$ cat src/rtl/omsp_spm_sequencer_pkg.sv
// ---------------------------------------------------------------------------
// omsp_spm_sequencer_pkg
// Shared definitions for the SPM protect/unprotect sequencer:
//   - NB_SPMS_DEFAULT : number of SPM slots in the SPM array
//   - spm_seq_state_e : 3-bit sequencer state encoding
//   - next_spm_id()   : SPM ID successor; 0 is reserved, so it wraps to 1
// ---------------------------------------------------------------------------
package omsp_spm_sequencer_pkg;

  localparam int NB_SPMS_DEFAULT = 4;

  typedef enum logic [2:0] {
    ST_IDLE   = 3'd0,
    ST_CHECK  = 3'd1,
    ST_UPDATE = 3'd2,
    ST_SETTLE = 3'd3,
    ST_DONE   = 3'd4
  } spm_seq_state_e;

  // ID 0 means "no SPM created yet", so the counter skips it on wrap
  function automatic logic [15:0] next_spm_id(input logic [15:0] id);
    return (id == 16'hFFFF) ? 16'h0001 : id + 16'h0001;
  endfunction

endpackage

$ cat src/rtl/omsp_spm_layout_check.sv
// ---------------------------------------------------------------------------
// omsp_spm_layout_check
// Combinational legality check for a requested SPM layout.
// Ports:
//   spm_r12/spm_r13 : public section start / end   (16 bit)
//   spm_r14/spm_r15 : secret section start / end   (16 bit)
//   spms_enabled    : snapshot of slot-enabled flags (NB_SPMS bits)
//   layout_ok       : 1 when both sections are non-empty, disjoint,
//                     and at least one slot is free
// ---------------------------------------------------------------------------
module omsp_spm_layout_check
  import omsp_spm_sequencer_pkg::*;
#(
  parameter int NB_SPMS = NB_SPMS_DEFAULT
) (
  input  logic [15:0]        spm_r12,
  input  logic [15:0]        spm_r13,
  input  logic [15:0]        spm_r14,
  input  logic [15:0]        spm_r15,
  input  logic [NB_SPMS-1:0] spms_enabled,
  output logic               layout_ok
);

  logic public_bad;
  logic secret_bad;
  logic overlap;
  logic array_full;

  assign public_bad = (spm_r12 >= spm_r13);
  assign secret_bad = (spm_r14 >= spm_r15);
  // Half-open ranges [r12,r13) and [r14,r15) intersect
  assign overlap    = (spm_r12 < spm_r15) && (spm_r14 < spm_r13);
  assign array_full = &spms_enabled;

  assign layout_ok  = !(public_bad || secret_bad || overlap || array_full);

endmodule

$ cat src/rtl/omsp_spm_sequencer.sv
// ---------------------------------------------------------------------------
// omsp_spm_sequencer
// Sequences SPM create (protect) and destroy (unprotect) requests towards the
// SPM array: validates the layout, pulses the array update, then confirms the
// array actually changed before reporting completion.
// Ports:
//   mclk, puc_rst_n            : clock, synchronous active-low reset
//   req_protect/req_unprotect  : single-cycle requests (sampled in IDLE only)
//   r12..r15                   : requested layout
//   spms_enabled               : per-slot enabled flags from the array
//   update_spm, enable_spm     : array update strobe and protect/unprotect
//   spm_r12..spm_r15           : latched layout driven to the array
//   busy, done, status         : stall, completion pulse, 1 = failure
//   spm_id                     : ID of the last successfully created SPM
// ---------------------------------------------------------------------------
module omsp_spm_sequencer
  import omsp_spm_sequencer_pkg::*;
#(
  parameter int NB_SPMS = NB_SPMS_DEFAULT
) (
  input  logic               mclk,
  input  logic               puc_rst_n,
  input  logic               req_protect,
  input  logic               req_unprotect,
  input  logic [15:0]        r12,
  input  logic [15:0]        r13,
  input  logic [15:0]        r14,
  input  logic [15:0]        r15,
  input  logic [NB_SPMS-1:0] spms_enabled,
  output logic               update_spm,
  output logic               enable_spm,
  output logic [15:0]        spm_r12,
  output logic [15:0]        spm_r13,
  output logic [15:0]        spm_r14,
  output logic [15:0]        spm_r15,
  output logic               busy,
  output logic               done,
  output logic               status,
  output logic [15:0]        spm_id
);

  spm_seq_state_e     state_q;
  spm_seq_state_e     state_d;
  logic               op_protect_q;
  logic               enable_q;
  logic               fail_q;
  logic [NB_SPMS-1:0] snap_q;
  logic [15:0]        spm_id_q;
  logic               layout_ok;
  logic               settle_ok;

  omsp_spm_layout_check #(
    .NB_SPMS (NB_SPMS)
  ) u_layout_check (
    .spm_r12      (spm_r12),
    .spm_r13      (spm_r13),
    .spm_r14      (spm_r14),
    .spm_r15      (spm_r15),
    .spms_enabled (snap_q),
    .layout_ok    (layout_ok)
  );

  // The array must show a newly set slot (protect) or a newly cleared slot
  // (unprotect) relative to the snapshot for the operation to count.
  assign settle_ok = op_protect_q ? |(spms_enabled & ~snap_q)
                                  : |(~spms_enabled & snap_q);

  always_comb begin
    state_d = state_q;
    case (state_q)
      ST_IDLE: begin
        if (req_unprotect)    state_d = ST_UPDATE;
        else if (req_protect) state_d = ST_CHECK;
      end
      ST_CHECK:  state_d = layout_ok ? ST_UPDATE : ST_DONE;
      ST_UPDATE: state_d = ST_SETTLE;
      ST_SETTLE: state_d = ST_DONE;
      ST_DONE:   state_d = ST_IDLE;
      default:   state_d = ST_IDLE;
    endcase
  end

  // Operation context; spm_r* are only reloaded when a protect is accepted
  always_ff @(posedge mclk) begin
    if (!puc_rst_n) begin
      state_q      <= ST_IDLE;
      op_protect_q <= 1'b0;
      enable_q     <= 1'b0;
      fail_q       <= 1'b0;
      snap_q       <= '0;
      spm_r12      <= 16'h0000;
      spm_r13      <= 16'h0000;
      spm_r14      <= 16'h0000;
      spm_r15      <= 16'h0000;
      spm_id_q     <= 16'h0000;
    end else begin
      state_q <= state_d;
      case (state_q)
        ST_IDLE: begin
          if (req_unprotect) begin
            op_protect_q <= 1'b0;
            fail_q       <= 1'b0;
            snap_q       <= spms_enabled;
          end else if (req_protect) begin
            op_protect_q <= 1'b1;
            fail_q       <= 1'b0;
            snap_q       <= spms_enabled;
            spm_r12      <= r12;
            spm_r13      <= r13;
            spm_r14      <= r14;
            spm_r15      <= r15;
          end
        end
        ST_CHECK: begin
          if (layout_ok) enable_q <= 1'b1;
          else           fail_q   <= 1'b1;
        end
        ST_SETTLE: begin
          if (!settle_ok)        fail_q   <= 1'b1;
          else if (op_protect_q) spm_id_q <= next_spm_id(spm_id_q);
        end
        ST_DONE: enable_q <= 1'b0;
        default: ;
      endcase
    end
  end

  assign update_spm = (state_q == ST_UPDATE);
  assign enable_spm = enable_q;
  assign busy       = (state_q != ST_IDLE);
  assign done       = (state_q == ST_DONE);
  assign status     = done & fail_q;
  assign spm_id     = spm_id_q;

endmodule

$ cat config.mk
export PLATFORM = sky130hd
export DESIGN_NAME = omsp_spm_sequencer
export DESIGN_NICKNAME = d
export VERILOG_FILES = /design/src/rtl/omsp_spm_sequencer_pkg.sv /design/src/rtl/omsp_spm_layout_check.sv /design/src/rtl/omsp_spm_sequencer.sv
export SDC_FILE = /design/constraint.sdc
export NUM_CORES = 1
export LEC_CHECK = 0
export ABC_AREA = 0
export CORE_UTILIZATION = 43
export CTS_CLUSTER_DIAMETER = 80
export DETAILED_ROUTE_END_ITERATION = 10
export GPL_TIMING_DRIVEN = 0
export HOLD_SLACK_MARGIN = 0.03
export PLACE_DENSITY = 0.78
export SLEW_MARGIN = 20
export SYNTH_ARGS = -nofsm -noshare
export SYNTH_HDL_FRONTEND = slang
export SYNTH_SLANG_ARGS = --single-unit
$ cat constraint.sdc
create_clock -name mclk -period 1.8 [get_ports mclk]
set_clock_uncertainty 0.05 [all_clocks]
set_input_delay 0.18 -clock mclk [delete_from_list [all_inputs] [get_ports mclk]]
set_output_delay 0.18 -clock mclk [all_outputs]
set_load 0.02 [all_outputs]
==> impl_metrics.xml, run 1 <==
<?xml version="1.0" encoding="UTF-8"?>
<metrics>
  <group name="sta">
    <metric name="slew_headroom" unit="%">65.0</metric>
    <metric name="setup_repair_after_global_routing_missed_its_margin" unit="">true</metric>
    <metric name="fin_worst_hold_slack" unit="ns">0.253</metric>
    <metric name="final_min_period_over_clock_period" unit="%">120</metric>
    <metric name="maxClockFrequency" unit="MHz">464</metric>
    <metric name="worst_slack" unit="ns">-0.355</metric>
    <metric name="fin_crit" unit="ns">2.15</metric>
    <metric name="timing.final.setup_violations" unit="">6</metric>
    <metric name="tightestPinTransition" unit="ns">0.518</metric>
    <metric name="drv_slew" unit="">0</metric>
    <metric name="hold_viol_final" unit="">0</metric>
  </group>
  <group name="clock_network">
    <metric name="clock_path_buffers" unit="">2</metric>
    <metric name="ctsHoldBuffers" unit="">0</metric>
    <metric name="clkSlewWorstSetupHoldPaths" unit="ns">0.07</metric>
    <metric name="tritoncts_clock_tree" unit="">yes</metric>
    <metric name="htreeDepth" unit="">3</metric>
    <metric name="cts_buffers" unit="">9</metric>
    <metric name="clock_sinks" unit="">90</metric>
    <metric name="clock_latency" unit="ns">0.34</metric>
    <metric name="cts_root_buf" unit="">clkbuf_16</metric>
  </group>
  <group name="worst_setup_path">
    <metric name="critPathMaxFanout" unit="">3</metric>
    <metric name="timing.critical_path.from_type" unit="">flip-flop</metric>
    <metric name="path_cells" unit="">inv_4, ha_4, nand2_2, o21ai_2, a41oi_2, nor4b_2, nor3_2, a211o_1, o22ai_1</metric>
    <metric name="critical-path-slowest-cell" unit="">dfxtp_4</metric>
    <metric name="crit_required" unit="ns">2.02</metric>
    <metric name="critPathKind" unit="">reg -&gt; reg</metric>
    <metric name="worst_path_dominant_cell_family" unit="">compound AO/OA/AOI/OAI gates</metric>
    <metric name="endpoint_kind" unit="">flip-flop</metric>
    <metric name="cp_num_buf_inv" unit="">1</metric>
    <metric name="cp.arrival" unit="ns">2.38</metric>
    <metric name="crit_path_max_incr_delay" unit="ns">0.37</metric>
  </group>
  <group name="grt">
    <metric name="grt_first_pass_wirelength" unit="um">24400</metric>
    <metric name="number_of_global_route_vias_before_repair" unit="">5054</metric>
    <metric name="globalRouteTotalUtil" unit="%">26.5</metric>
    <metric name="grt_use_met2" unit="%">48.0</metric>
    <metric name="grtUsageMet1" unit="%">30.3</metric>
    <metric name="grt_max_degree" unit="">16</metric>
    <metric name="antenna_violations_before_repair" unit="">0</metric>
    <metric name="grt-ovfl-total" unit="">0</metric>
    <metric name="grt_busiest_layer" unit="">met2</metric>
    <metric name="global_route_track_usage_on_met3" unit="%">4.74</metric>
  </group>
  <group name="power_and_ir_drop">
    <metric name="power.net_switching" unit="mW">2.01</metric>
    <metric name="leak_pwr" unit="nW">2.92</metric>
    <metric name="power.clock.fraction" unit="%">34.3</metric>
    <metric name="p_comb_share" unit="%">30.3</metric>
    <metric name="p_int" unit="mW">4.49</metric>
    <metric name="power_per_cell_area" unit="mW/mm2">856</metric>
    <metric name="irDropWorstVdd" unit="V">0.000577</metric>
    <metric name="power.switching_fraction" unit="%">30.9</metric>
    <metric name="power_frac_seq" unit="%">35.4</metric>
  </group>
  <group name="status">
    <metric name="violations" unit="">setup timing</metric>
    <metric name="run_status" unit="">finished with violations</metric>
  </group>
  <group name="final_layout">
    <metric name="antenna-diode-count" unit="">0</metric>
    <metric name="area.sequential" unit="mm2">0.00187</metric>
    <metric name="flow.area_growth_from_synthesis" unit="%">52.5</metric>
    <metric name="design_area" unit="mm2">0.00759</metric>
    <metric name="drive_above_1_share" unit="%">17.8</metric>
    <metric name="mostFrequentLayoutCells" unit="">151 x clkdlybuf4s50_1, 149 x nand2_1, 63 x a21boi_0</metric>
    <metric name="multiInputGateArea" unit="mm2">0.00318</metric>
    <metric name="most_common_cell_after_layout_fill_and_taps_aside" unit="">clkdlybuf4s50_1</metric>
    <metric name="fill_cell_instance_count_of_the_final_layout" unit="">898</metric>
    <metric name="finalNetCount" unit="">924</metric>
  </group>
  <group name="route">
    <metric name="avgRoutedWirePerCell" unit="um">16.9</metric>
    <metric name="post-route-drc-count" unit="">0</metric>
    <metric name="detail_route.vias_per_cell" unit="">5.38</metric>
    <metric name="vias" unit="">5026</metric>
    <metric name="postRouteAntennaNets" unit="">0</metric>
    <metric name="routed_wl" unit="um">15800</metric>
    <metric name="drtIter0Drc" unit="">191</metric>
    <metric name="dr.pass1.iters" unit="">4</metric>
  </group>
  <group name="synthesis">
    <metric name="yosysSeqAreaShare" unit="%">36.2</metric>
    <metric name="synth.distinct_cells" unit="">47</metric>
    <metric name="ys_seq_elements" unit="">90</metric>
    <metric name="synthesis.nets" unit="">741</metric>
    <metric name="post_synth_instance_area" unit="mm2">0.00498</metric>
    <metric name="syn-mean-instance-area" unit="um2">8.21</metric>
    <metric name="yosys_warnings" unit="">0</metric>
    <metric name="synthCells" unit="">606</metric>
  </group>
  <group name="place">
    <metric name="placed_area" unit="mm2">0.00680</metric>
    <metric name="dpl_worst_slack" unit="ns">-0.615</metric>
    <metric name="dp_hpwl" unit="um">11700</metric>
    <metric name="place_congestion" unit="">0.883</metric>
    <metric name="port_buffers" unit="">156</metric>
  </group>
  <group name="floorplan">
    <metric name="placementRows" unit="">38</metric>
    <metric name="start_util" unit="%">44.9</metric>
    <metric name="chipWidth" unit="um">110</metric>
    <metric name="ios" unit="">157</metric>
    <metric name="design.die.area" unit="mm2">0.0120</metric>
    <metric name="die-height" unit="um">110</metric>
    <metric name="core_area" unit="mm2">0.0111</metric>
  </group>
  <group name="min_path">
    <metric name="worstHoldPathType" unit="">in -&gt; reg</metric>
  </group>
  <group name="job">
    <metric name="maxCapViolCount" unit="">0</metric>
  </group>
</metrics>
==> final timing paths <==
path              slack (ns)  cells past startpoint             from     endpoint
hold reg to reg         0.43                      2      spm_r13[13]  spm_r13[13]
hold / removal          0.25                      3  spms_enabled[3]    snap_q[3]
setup / recovery       -0.35                      9       spm_r15[2]   enable_spm
setup reg to reg       -0.35                      9       spm_r15[2]   enable_spm
==> stage by stage <==
step	utilization [%]	power [mW]	TNS, ns	cells
CTS	66.8	6.36	-1.01	926
finish	68.5	6.50	-1.40	934
global route	68.5	6.78	-2.81	934
floorplan	-	3.27	-0.494	606
global placement	61.4	3.91	-16.00	902
detailed placement	61.4	3.97	-18.76	902
==> area by class of cell <==
type	instances	share of cell area [%]
Clock buffer	10	3.15
Multi-Input combinational cell	451	41.8
Sequential cell	90	24.7
Buffer	23	1.96
Inverter	39	2.03
Clock inverter	6	1.48
Timing Repair Buffer	175	22.5
Tap cell	140	2.31
==> sequential cells by signal, summed over array words and instances (netlist names) <==
register and cells:
spm_r13 16, snap_q 4, state_q 3, enable_spm 1, spm_r12 16, spm_r15 16, spm_r14 16, spm_id 16
fail_q 1, op_protect_q 1
==> what timing repair did <==
item / CTS / global route
setup buffers: 10 / 9
pin swaps: 22 / 19
gates resized for setup: 52 / 42
endpoints found under the setup margin: 84 / 72
==> cell usage after synthesis, drive strengths merged <==
master	instances	share of area [%]
a21oi	21	2.1
nand4	10	1.3
nor2	32	2.4
o21a	2	0.30
nor2b	11	1.4
o21ai	10	1.0
a21boi	65	9.8
xor2	9	1.6
or2	2	0.25
nor4	1	0.13
buf	16	1.7
and4	1	0.18
o22ai	4	0.50
o211ai	2	0.30
o21bai	1	0.15
o311ai	2	0.35
nand2b	3	0.38
and2b	1	0.15
dfxtp	90	36
nand2	151	11
inv	39	2.9
nor3b	1	0.15
a31oi	2	0.25
nand3	12	1.2
and3	3	0.38
a211o	2	0.35
or4	1	0.15
a2111oi	2	0.48
nor4b	1	0.18
and2	4	0.50
a21o	3	0.45
ha	63	16
a22oi	1	0.15
xnor2	5	0.88
a41oi	1	0.18
o221ai	1	0.18
a221oi	1	0.18
mux2i	4	0.80
nor3	8	1.3
o2111ai	2	0.35
clkbuf	10	0.75
a211oi	6	0.90
==> worst register-to-register path, stage by stage, from the launching register on <==
cell     delay (ns)
dfxtp_4        0.37
inv_4          0.05
ha_4           0.27
nand2_2        0.05
o21ai_2        0.18
a41oi_2        0.17
nor4b_2        0.33
nor3_2         0.10
a211o_1        0.35
o22ai_1        0.17
==> metal layers <==
metal  vias up  share of wire, %
met3        37               6.2
met4         0               2.9
met1      2386                41
met2       172                50
met5         -                 0
li1       2431                 -
==> power groups by stage <==
stage	Sequential, mW	Clock, mW	Combinational [mW]
floorplan	2.39	0	0.875
global placement	2.30	0	1.60
detailed placement	2.31	0	1.66
CTS	2.29	2.24	1.83
global route	2.32	2.32	2.14
finish	2.30	2.23	1.97
==> cell families after synthesis <==
family                     synth area share (%)
AOI/OAI and AO/OA                          18.0
xor gates and xnor gates                   2.46
adders and majority gates                  15.8
buffers and inverters                      5.35
DFF                                        36.2
muxes                                     0.804
and+or+nand+nor                            21.3
Power figures use the tool's default switching activity.
==> run 2: changes to the inputs <==
SYNTH_HIERARCHICAL = 1   (was unset)
==> run 2 against run 1 <==
  * First-iteration DRC count rose by 41%
  * Non-clock buffer count rose by 14
  * The flow still finishes with violations (setup timing)
  * Critical endpoint is now fail_q
  * Flip-flop and latch count did not move
  * Cell area rose by 1.1%
  * Die area rose by 0.87%
  * Highest routed layer unchanged
  * Maximum frequency fell by 13%
  * Final cell count rose by 4.0%
  * Largest power group unchanged
==> impl_metrics.xml, run 2 <==
<?xml version="1.0" encoding="UTF-8"?>
<metrics>
  <group name="route">
    <metric name="vias" unit="">5376</metric>
    <metric name="postRouteAntennaNets" unit="">0</metric>
    <metric name="avgRoutedWirePerCell" unit="um">17.1</metric>
    <metric name="post-route-drc-count" unit="">0</metric>
    <metric name="dr.pass1.iters" unit="">5</metric>
    <metric name="drtIter0Drc" unit="">269</metric>
    <metric name="routed_wl" unit="um">16600</metric>
    <metric name="detail_route.vias_per_cell" unit="">5.54</metric>
  </group>
  <group name="worst_setup_path">
    <metric name="crit_required" unit="ns">1.98</metric>
    <metric name="critPathKind" unit="">reg -&gt; reg</metric>
    <metric name="timing.critical_path.from_type" unit="">flip-flop</metric>
    <metric name="r2r_setup_slk" unit="ns">-0.68</metric>
    <metric name="cp.arrival" unit="ns">2.65</metric>
    <metric name="critPathMaxFanout" unit="">4</metric>
    <metric name="endpoint_kind" unit="">flip-flop</metric>
  </group>
  <group name="clock_network">
    <metric name="tritoncts_clock_tree" unit="">yes</metric>
    <metric name="clock_path_buffers" unit="">2</metric>
    <metric name="clock_latency" unit="ns">0.34</metric>
    <metric name="cts_root_buf" unit="">clkbuf_16</metric>
    <metric name="clkSlewWorstSetupHoldPaths" unit="ns">0.07</metric>
    <metric name="htreeDepth" unit="">3</metric>
    <metric name="clock_sinks" unit="">90</metric>
    <metric name="cts_buffers" unit="">9</metric>
  </group>
  <group name="synthesis">
    <metric name="postSynth.asyncResetShare" unit="%">0</metric>
    <metric name="ys_seq_elements" unit="">90</metric>
    <metric name="synth_edf_count" unit="">0</metric>
    <metric name="synthesis.nets" unit="">766</metric>
    <metric name="synth.distinct_cells" unit="">55</metric>
    <metric name="yosysMostFrequentCell" unit="">nand2_1</metric>
    <metric name="post_synth_instance_area" unit="mm2">0.00502</metric>
    <metric name="dominant_register_cell_in_the_synthesized_netlist" unit="">dfxtp_1</metric>
    <metric name="yosys.area.top_type" unit="">dfxtp_1</metric>
    <metric name="netlist_top_cells_area" unit="">dfxtp_1 36%, ha_1 16%, nand2_1 12%</metric>
    <metric name="synth_commonest_cells" unit="">157 x nand2_1, 95 x a21oi_1, 90 x dfxtp_1</metric>
    <metric name="syn-mean-instance-area" unit="um2">7.96</metric>
    <metric name="yosysSeqAreaShare" unit="%">35.9</metric>
    <metric name="synthCells" unit="">631</metric>
    <metric name="yosys.area.top_type_share" unit="%">35.9</metric>
    <metric name="yosys_warnings" unit="">6</metric>
  </group>
  <group name="final_layout">
    <metric name="mostFrequentLayoutCells" unit="">157 x nand2_1, 151 x clkdlybuf4s50_1, 93 x a21oi_1</metric>
    <metric name="fill_cell_instance_count_of_the_final_layout" unit="">968</metric>
    <metric name="finalNetCount" unit="">958</metric>
    <metric name="antenna-diode-count" unit="">0</metric>
    <metric name="most_common_cell_after_layout_fill_and_taps_aside" unit="">nand2_1</metric>
    <metric name="drive_above_1_share" unit="%">19.6</metric>
    <metric name="flow.area_growth_from_synthesis" unit="%">52.9</metric>
    <metric name="instances_no_fill" unit="">971</metric>
  </group>
  <group name="grt">
    <metric name="antenna_violations_before_repair" unit="">0</metric>
    <metric name="number_of_global_route_vias_before_repair" unit="">5313</metric>
    <metric name="grt_max_degree" unit="">15</metric>
    <metric name="grt_first_pass_wirelength" unit="um">25600</metric>
    <metric name="globalRouteTotalUtil" unit="%">27.5</metric>
    <metric name="grt-ovfl-total" unit="">0</metric>
  </group>
  <group name="job">
    <metric name="maxCapViolCount" unit="">0</metric>
  </group>
  <group name="place">
    <metric name="port_buffers" unit="">155</metric>
    <metric name="dp_cells" unit="">929</metric>
    <metric name="dpl_worst_slack" unit="ns">-0.855</metric>
    <metric name="dp_hpwl" unit="um">12500</metric>
    <metric name="place_congestion" unit="">0.863</metric>
  </group>
  <group name="power_and_ir_drop">
    <metric name="power_per_cell_area" unit="mW/mm2">761</metric>
    <metric name="leak_pwr" unit="nW">2.89</metric>
    <metric name="irDropWorstVdd" unit="V">0.000409</metric>
  </group>
  <group name="sta">
    <metric name="worst_slack" unit="ns">-0.675</metric>
    <metric name="setup_tns" unit="ns">-2.46</metric>
    <metric name="maxClockFrequency" unit="MHz">404</metric>
    <metric name="slew_headroom" unit="%">59.2</metric>
    <metric name="timing.final.setup_violations" unit="">4</metric>
    <metric name="final_min_period_over_clock_period" unit="%">138</metric>
    <metric name="tightestPinTransition" unit="ns">0.612</metric>
    <metric name="fin_worst_hold_slack" unit="ns">0.279</metric>
    <metric name="drv_slew" unit="">0</metric>
    <metric name="fin_crit" unit="ns">2.48</metric>
    <metric name="setup_repair_after_global_routing_missed_its_margin" unit="">true</metric>
    <metric name="hold_viol_final" unit="">0</metric>
  </group>
  <group name="floorplan">
    <metric name="die-height" unit="um">110</metric>
    <metric name="ios" unit="">157</metric>
    <metric name="start_util" unit="%">44.0</metric>
    <metric name="core_area" unit="mm2">0.0114</metric>
    <metric name="chipWidth" unit="um">110</metric>
    <metric name="design.die.area" unit="mm2">0.0121</metric>
    <metric name="placementRows" unit="">39</metric>
  </group>
  <group name="status">
    <metric name="violations" unit="">setup timing</metric>
    <metric name="run_status" unit="">finished with violations</metric>
  </group>
  <group name="min_path">
    <metric name="worstHoldPathType" unit="">in -&gt; reg</metric>
  </group>
</metrics>
==> run 2: what timing repair did <==
| item | 4_1_cts | 5_1_grt |
|---|---|---|
| buffers inserted | 14 | 13 |
| pin swaps | 8 | 14 |
| endpoints found under the hold margin | 0 | 0 |
| setup endpoints to repair | 89 | 89 |
| gates cloned | 0 | 1 |
| hold buffers | 0 | 0 |
| gates resized for setup | 21 | 60 |
==> run 2: worst max-delay path, stage by stage, from the launching register on <==
cell	delay, ns
dfxtp_1	0.37
ha_4	0.29
nand4_1	0.17
or4_4	0.47
nor4_4	0.16
a211oi_2	0.09
a211oi_4	0.26
nor2b_4	0.22
buf_4	0.13
nor2_4	0.03
o2bb2ai_1	0.12
==> run 2: cell families (layout without fill, tap and decap cells) <==
logic type | after synthesis | count (layout) | share of synthesized area, %
AO/OA/AOI/OAI | 152 | 152 | 18.1
AND/OR/NAND/NOR | 253 | 253 | 23.7
multiplexers | 4 | 4 | 0.797
buffers and inverters | 69 | 266 | 5.83
flip-flops | 90 | 90 | 35.9
adder cells (fa/ha/maj) | 63 | 63 | 15.7
==> run 2: per-layer routing <==
layer	global-route usage, %	routed length (um)
met1	32.5	6780
met2	48.8	8250
met3	3.88	1020
met4	13.4	517
met5	0	0
==> run 2: metrics by stage <==
stage | instance area, um2 | power (mW) | utilization, %
floorplan | 5170 | 3.14 | -
global placement | 6900 | 3.73 | 60.4
detailed placement | 6900 | 3.79 | 60.4
CTS | 7370 | 5.66 | 64.6
global route | 7670 | 6.13 | 67.2
finish | 7670 | 5.84 | 67.2
==> run 2: final timing paths <==
path	start	endpoint	cells past startpoint
min	puc_rst_n	spm_id[0]	2
max reg2reg	spm_r14[15]	fail_q	10
max	spm_r14[15]	fail_q	10
min reg2reg	spm_r15[2]	spm_r15[2]	2
==> run 2: cell type report <==
cell class / count / area (um2) / area share, %
Tap cell: 143 / 179 / 2.33
Multi-Input combinational cell: 472 / 3200 / 41.7
Sequential cell: 90 / 1920 / 25.1
Clock buffer: 12 / 256 / 3.34
Buffer: 29 / 166 / 2.17
Inverter: 38 / 148 / 1.92
Clock inverter: 4 / 26.3 / 0.342
Timing Repair Buffer: 183 / 1780 / 23.1
==> run 2: power by group <==
part	switching [mW]	total, mW	leakage [nW]	internal (mW)
clock	0.775	1.78	0.139	1.01
combinational	0.914	1.81	1.99	0.892
sequential	0.155	2.25	0.760	2.10
==> run 3: changes to the inputs <==
REMOVE_ABC_BUFFERS = 1   (was unset)
==> run 3 against run 2 <==
  * Total power grew 1.4%
  * Sequential share of layout area fell by 0.14 points
  * Maximum frequency shrank 1.9%
  * Core utilization decreased by 2.5 points
  * Via count decreased by 3.8%
  * Largest cell class unchanged
  * Critical endpoint unchanged
  * Routed wire length shrank 11%
  * Clock power grew 12%
  * The flow still finishes with violations (setup timing)
  * Count of clock-buffer cells in the layout increased by 2
  * Final cell count is 3.5% lower
  * Critical path depth up 1
==> impl_metrics.xml, run 3 (synthesized netlist as in run 2, its figures left out) <==
<?xml version="1.0" encoding="UTF-8"?>
<metrics>
  <group name="status">
    <metric name="run_status" unit="">finished with violations</metric>
    <metric name="violations" unit="">setup timing</metric>
  </group>
  <group name="final_layout">
    <metric name="post-route-util" unit="%">64.7</metric>
    <metric name="mostFrequentLayoutCells" unit="">157 x nand2_1, 153 x clkdlybuf4s50_1, 93 x a21oi_1</metric>
    <metric name="drive_above_1_share" unit="%">13.2</metric>
    <metric name="most_common_cell_after_layout_fill_and_taps_aside" unit="">nand2_1</metric>
    <metric name="flow.area_growth_from_synthesis" unit="%">47.2</metric>
    <metric name="fill_cell_instance_count_of_the_final_layout" unit="">946</metric>
    <metric name="antenna-diode-count" unit="">0</metric>
    <metric name="finalNetCount" unit="">924</metric>
  </group>
  <group name="sta">
    <metric name="slew_headroom" unit="%">59.0</metric>
    <metric name="final_min_period_over_clock_period" unit="%">140</metric>
    <metric name="maxClockFrequency" unit="MHz">396</metric>
    <metric name="setup_repair_after_global_routing_missed_its_margin" unit="">true</metric>
    <metric name="tightestPinTransition" unit="ns">0.610</metric>
    <metric name="fin_crit" unit="ns">2.52</metric>
    <metric name="drv_slew" unit="">0</metric>
    <metric name="worst_slack" unit="ns">-0.724</metric>
    <metric name="hold_viol_final" unit="">0</metric>
    <metric name="fin_worst_hold_slack" unit="ns">0.268</metric>
    <metric name="timing.final.setup_violations" unit="">75</metric>
  </group>
  <group name="job">
    <metric name="maxCapViolCount" unit="">0</metric>
  </group>
  <group name="route">
    <metric name="drtIter0Drc" unit="">293</metric>
    <metric name="dr.pass1.iters" unit="">6</metric>
    <metric name="post-route-drc-count" unit="">0</metric>
    <metric name="postRouteAntennaNets" unit="">0</metric>
    <metric name="routed_wl" unit="um">14800</metric>
    <metric name="vias" unit="">5174</metric>
    <metric name="detail_route.vias_per_cell" unit="">5.52</metric>
    <metric name="avgRoutedWirePerCell" unit="um">15.7</metric>
  </group>
  <group name="floorplan">
    <metric name="die-height" unit="um">110</metric>
    <metric name="chipWidth" unit="um">110</metric>
    <metric name="placementRows" unit="">39</metric>
    <metric name="core_area" unit="mm2">0.0114</metric>
    <metric name="design.die.area" unit="mm2">0.0121</metric>
    <metric name="start_util" unit="%">44.0</metric>
    <metric name="ios" unit="">157</metric>
  </group>
  <group name="place">
    <metric name="dp_hpwl" unit="um">10300</metric>
    <metric name="place_congestion" unit="">0.877</metric>
    <metric name="port_buffers" unit="">156</metric>
  </group>
  <group name="grt">
    <metric name="antenna_violations_before_repair" unit="">0</metric>
    <metric name="grt_max_degree" unit="">79</metric>
    <metric name="number_of_global_route_vias_before_repair" unit="">4852</metric>
    <metric name="grt-ovfl-total" unit="">0</metric>
    <metric name="globalRouteTotalUtil" unit="%">24.4</metric>
    <metric name="grt_first_pass_wirelength" unit="um">23100</metric>
  </group>
  <group name="worst_setup_path">
    <metric name="timing.critical_path.from_type" unit="">flip-flop</metric>
    <metric name="crit_required" unit="ns">1.98</metric>
    <metric name="r2r_setup_slk" unit="ns">-0.72</metric>
    <metric name="critPathKind" unit="">reg -&gt; reg</metric>
    <metric name="endpoint_kind" unit="">flip-flop</metric>
    <metric name="critPathMaxFanout" unit="">3</metric>
    <metric name="cp.arrival" unit="ns">2.70</metric>
  </group>
  <group name="power_and_ir_drop">
    <metric name="power_per_cell_area" unit="mW/mm2">802</metric>
    <metric name="leak_pwr" unit="nW">2.74</metric>
    <metric name="totalPowerFinal" unit="mW">5.93</metric>
    <metric name="irDropWorstVdd" unit="V">0.000426</metric>
  </group>
  <group name="min_path">
    <metric name="worstHoldPathType" unit="">in -&gt; reg</metric>
  </group>
  <group name="clock_network">
    <metric name="ctsHoldBuffers" unit="">0</metric>
    <metric name="clkSlewWorstSetupHoldPaths" unit="ns">0.06</metric>
    <metric name="clock_path_buffers" unit="">2</metric>
    <metric name="clock_latency" unit="ns">0.34</metric>
    <metric name="clock_sinks" unit="">90</metric>
    <metric name="cts_root_buf" unit="">clkbuf_16</metric>
    <metric name="cts_buffers" unit="">9</metric>
    <metric name="tritoncts_clock_tree" unit="">yes</metric>
    <metric name="htreeDepth" unit="">3</metric>
  </group>
</metrics>
==> run 3: path summary, 6_finish.rpt <==
kind	startpoint	cells after the start	to
hold / removal	puc_rst_n	2	spm_id[0]
hold reg to reg	spm_r13[9]	2	spm_r13[9]
setup / recovery	spm_r13[15]	11	fail_q
setup reg to reg	spm_r13[15]	11	fail_q
==> run 3: stage by stage <==
step	TNS (ns)	instance area, um2	worst slack, ns	instances
finish	-18.06	7390	-0.724	937
global route	-31.51	7390	-0.869	937
CTS	-14.98	7250	-0.772	932
detailed placement	-32.34	6700	-1.15	904
global placement	-130.02	6610	-1.55	899
floorplan	-49.29	4870	-0.718	600
==> run 3: routing by layer <==
layer  GRT usage [%]  vias to the layer above  routed length, um
li1                -                     2530                  -
met1            29.6                     2411               6200
met2            42.2                      212               7420
met3            6.06                       21                960
met4            7.14                        0                165
met5               0                        -                  0
==> run 3: timing repair <==
action	CTS	global route
buffers inserted	10	4
endpoints found under the setup margin	89	90
pin swaps	7	7
resized for setup	50	18
cloned	2	1
==> run 3: report_power, final <==
group / total (mW) / internal [mW] / switching (mW)
clock network: 2.00 / 1.26 / 0.744
registers: 2.27 / 2.12 / 0.146
logic: 1.66 / 0.806 / 0.854
total: 5.93 / 4.18 / 1.74
==> run 3: worst max-delay path, cell delays in order (launching register included) <==
cell       delay, ns
dfxtp_2         0.34
inv_2           0.05
ha_4            0.26
nand4_1         0.23
or4_4           0.51
nor4_4          0.19
a211oi_2        0.08
a211oi_2        0.23
nor2b_4         0.21
buf_4           0.12
nor2_2          0.03
o2bb2ai_1       0.11
==> run 3: area by class of cell <==
type / instances / area (um2) / share of cell area [%]
clock inverter: 2 / 60.1 / 0.812
clock buffer: 14 / 254 / 3.44
tap: 143 / 179 / 2.42
timing repair buffer: 175 / 1760 / 23.7
multi-input combinational: 475 / 3160 / 42.7
inverter: 38 / 145 / 1.96
sequential: 90 / 1840 / 24.9
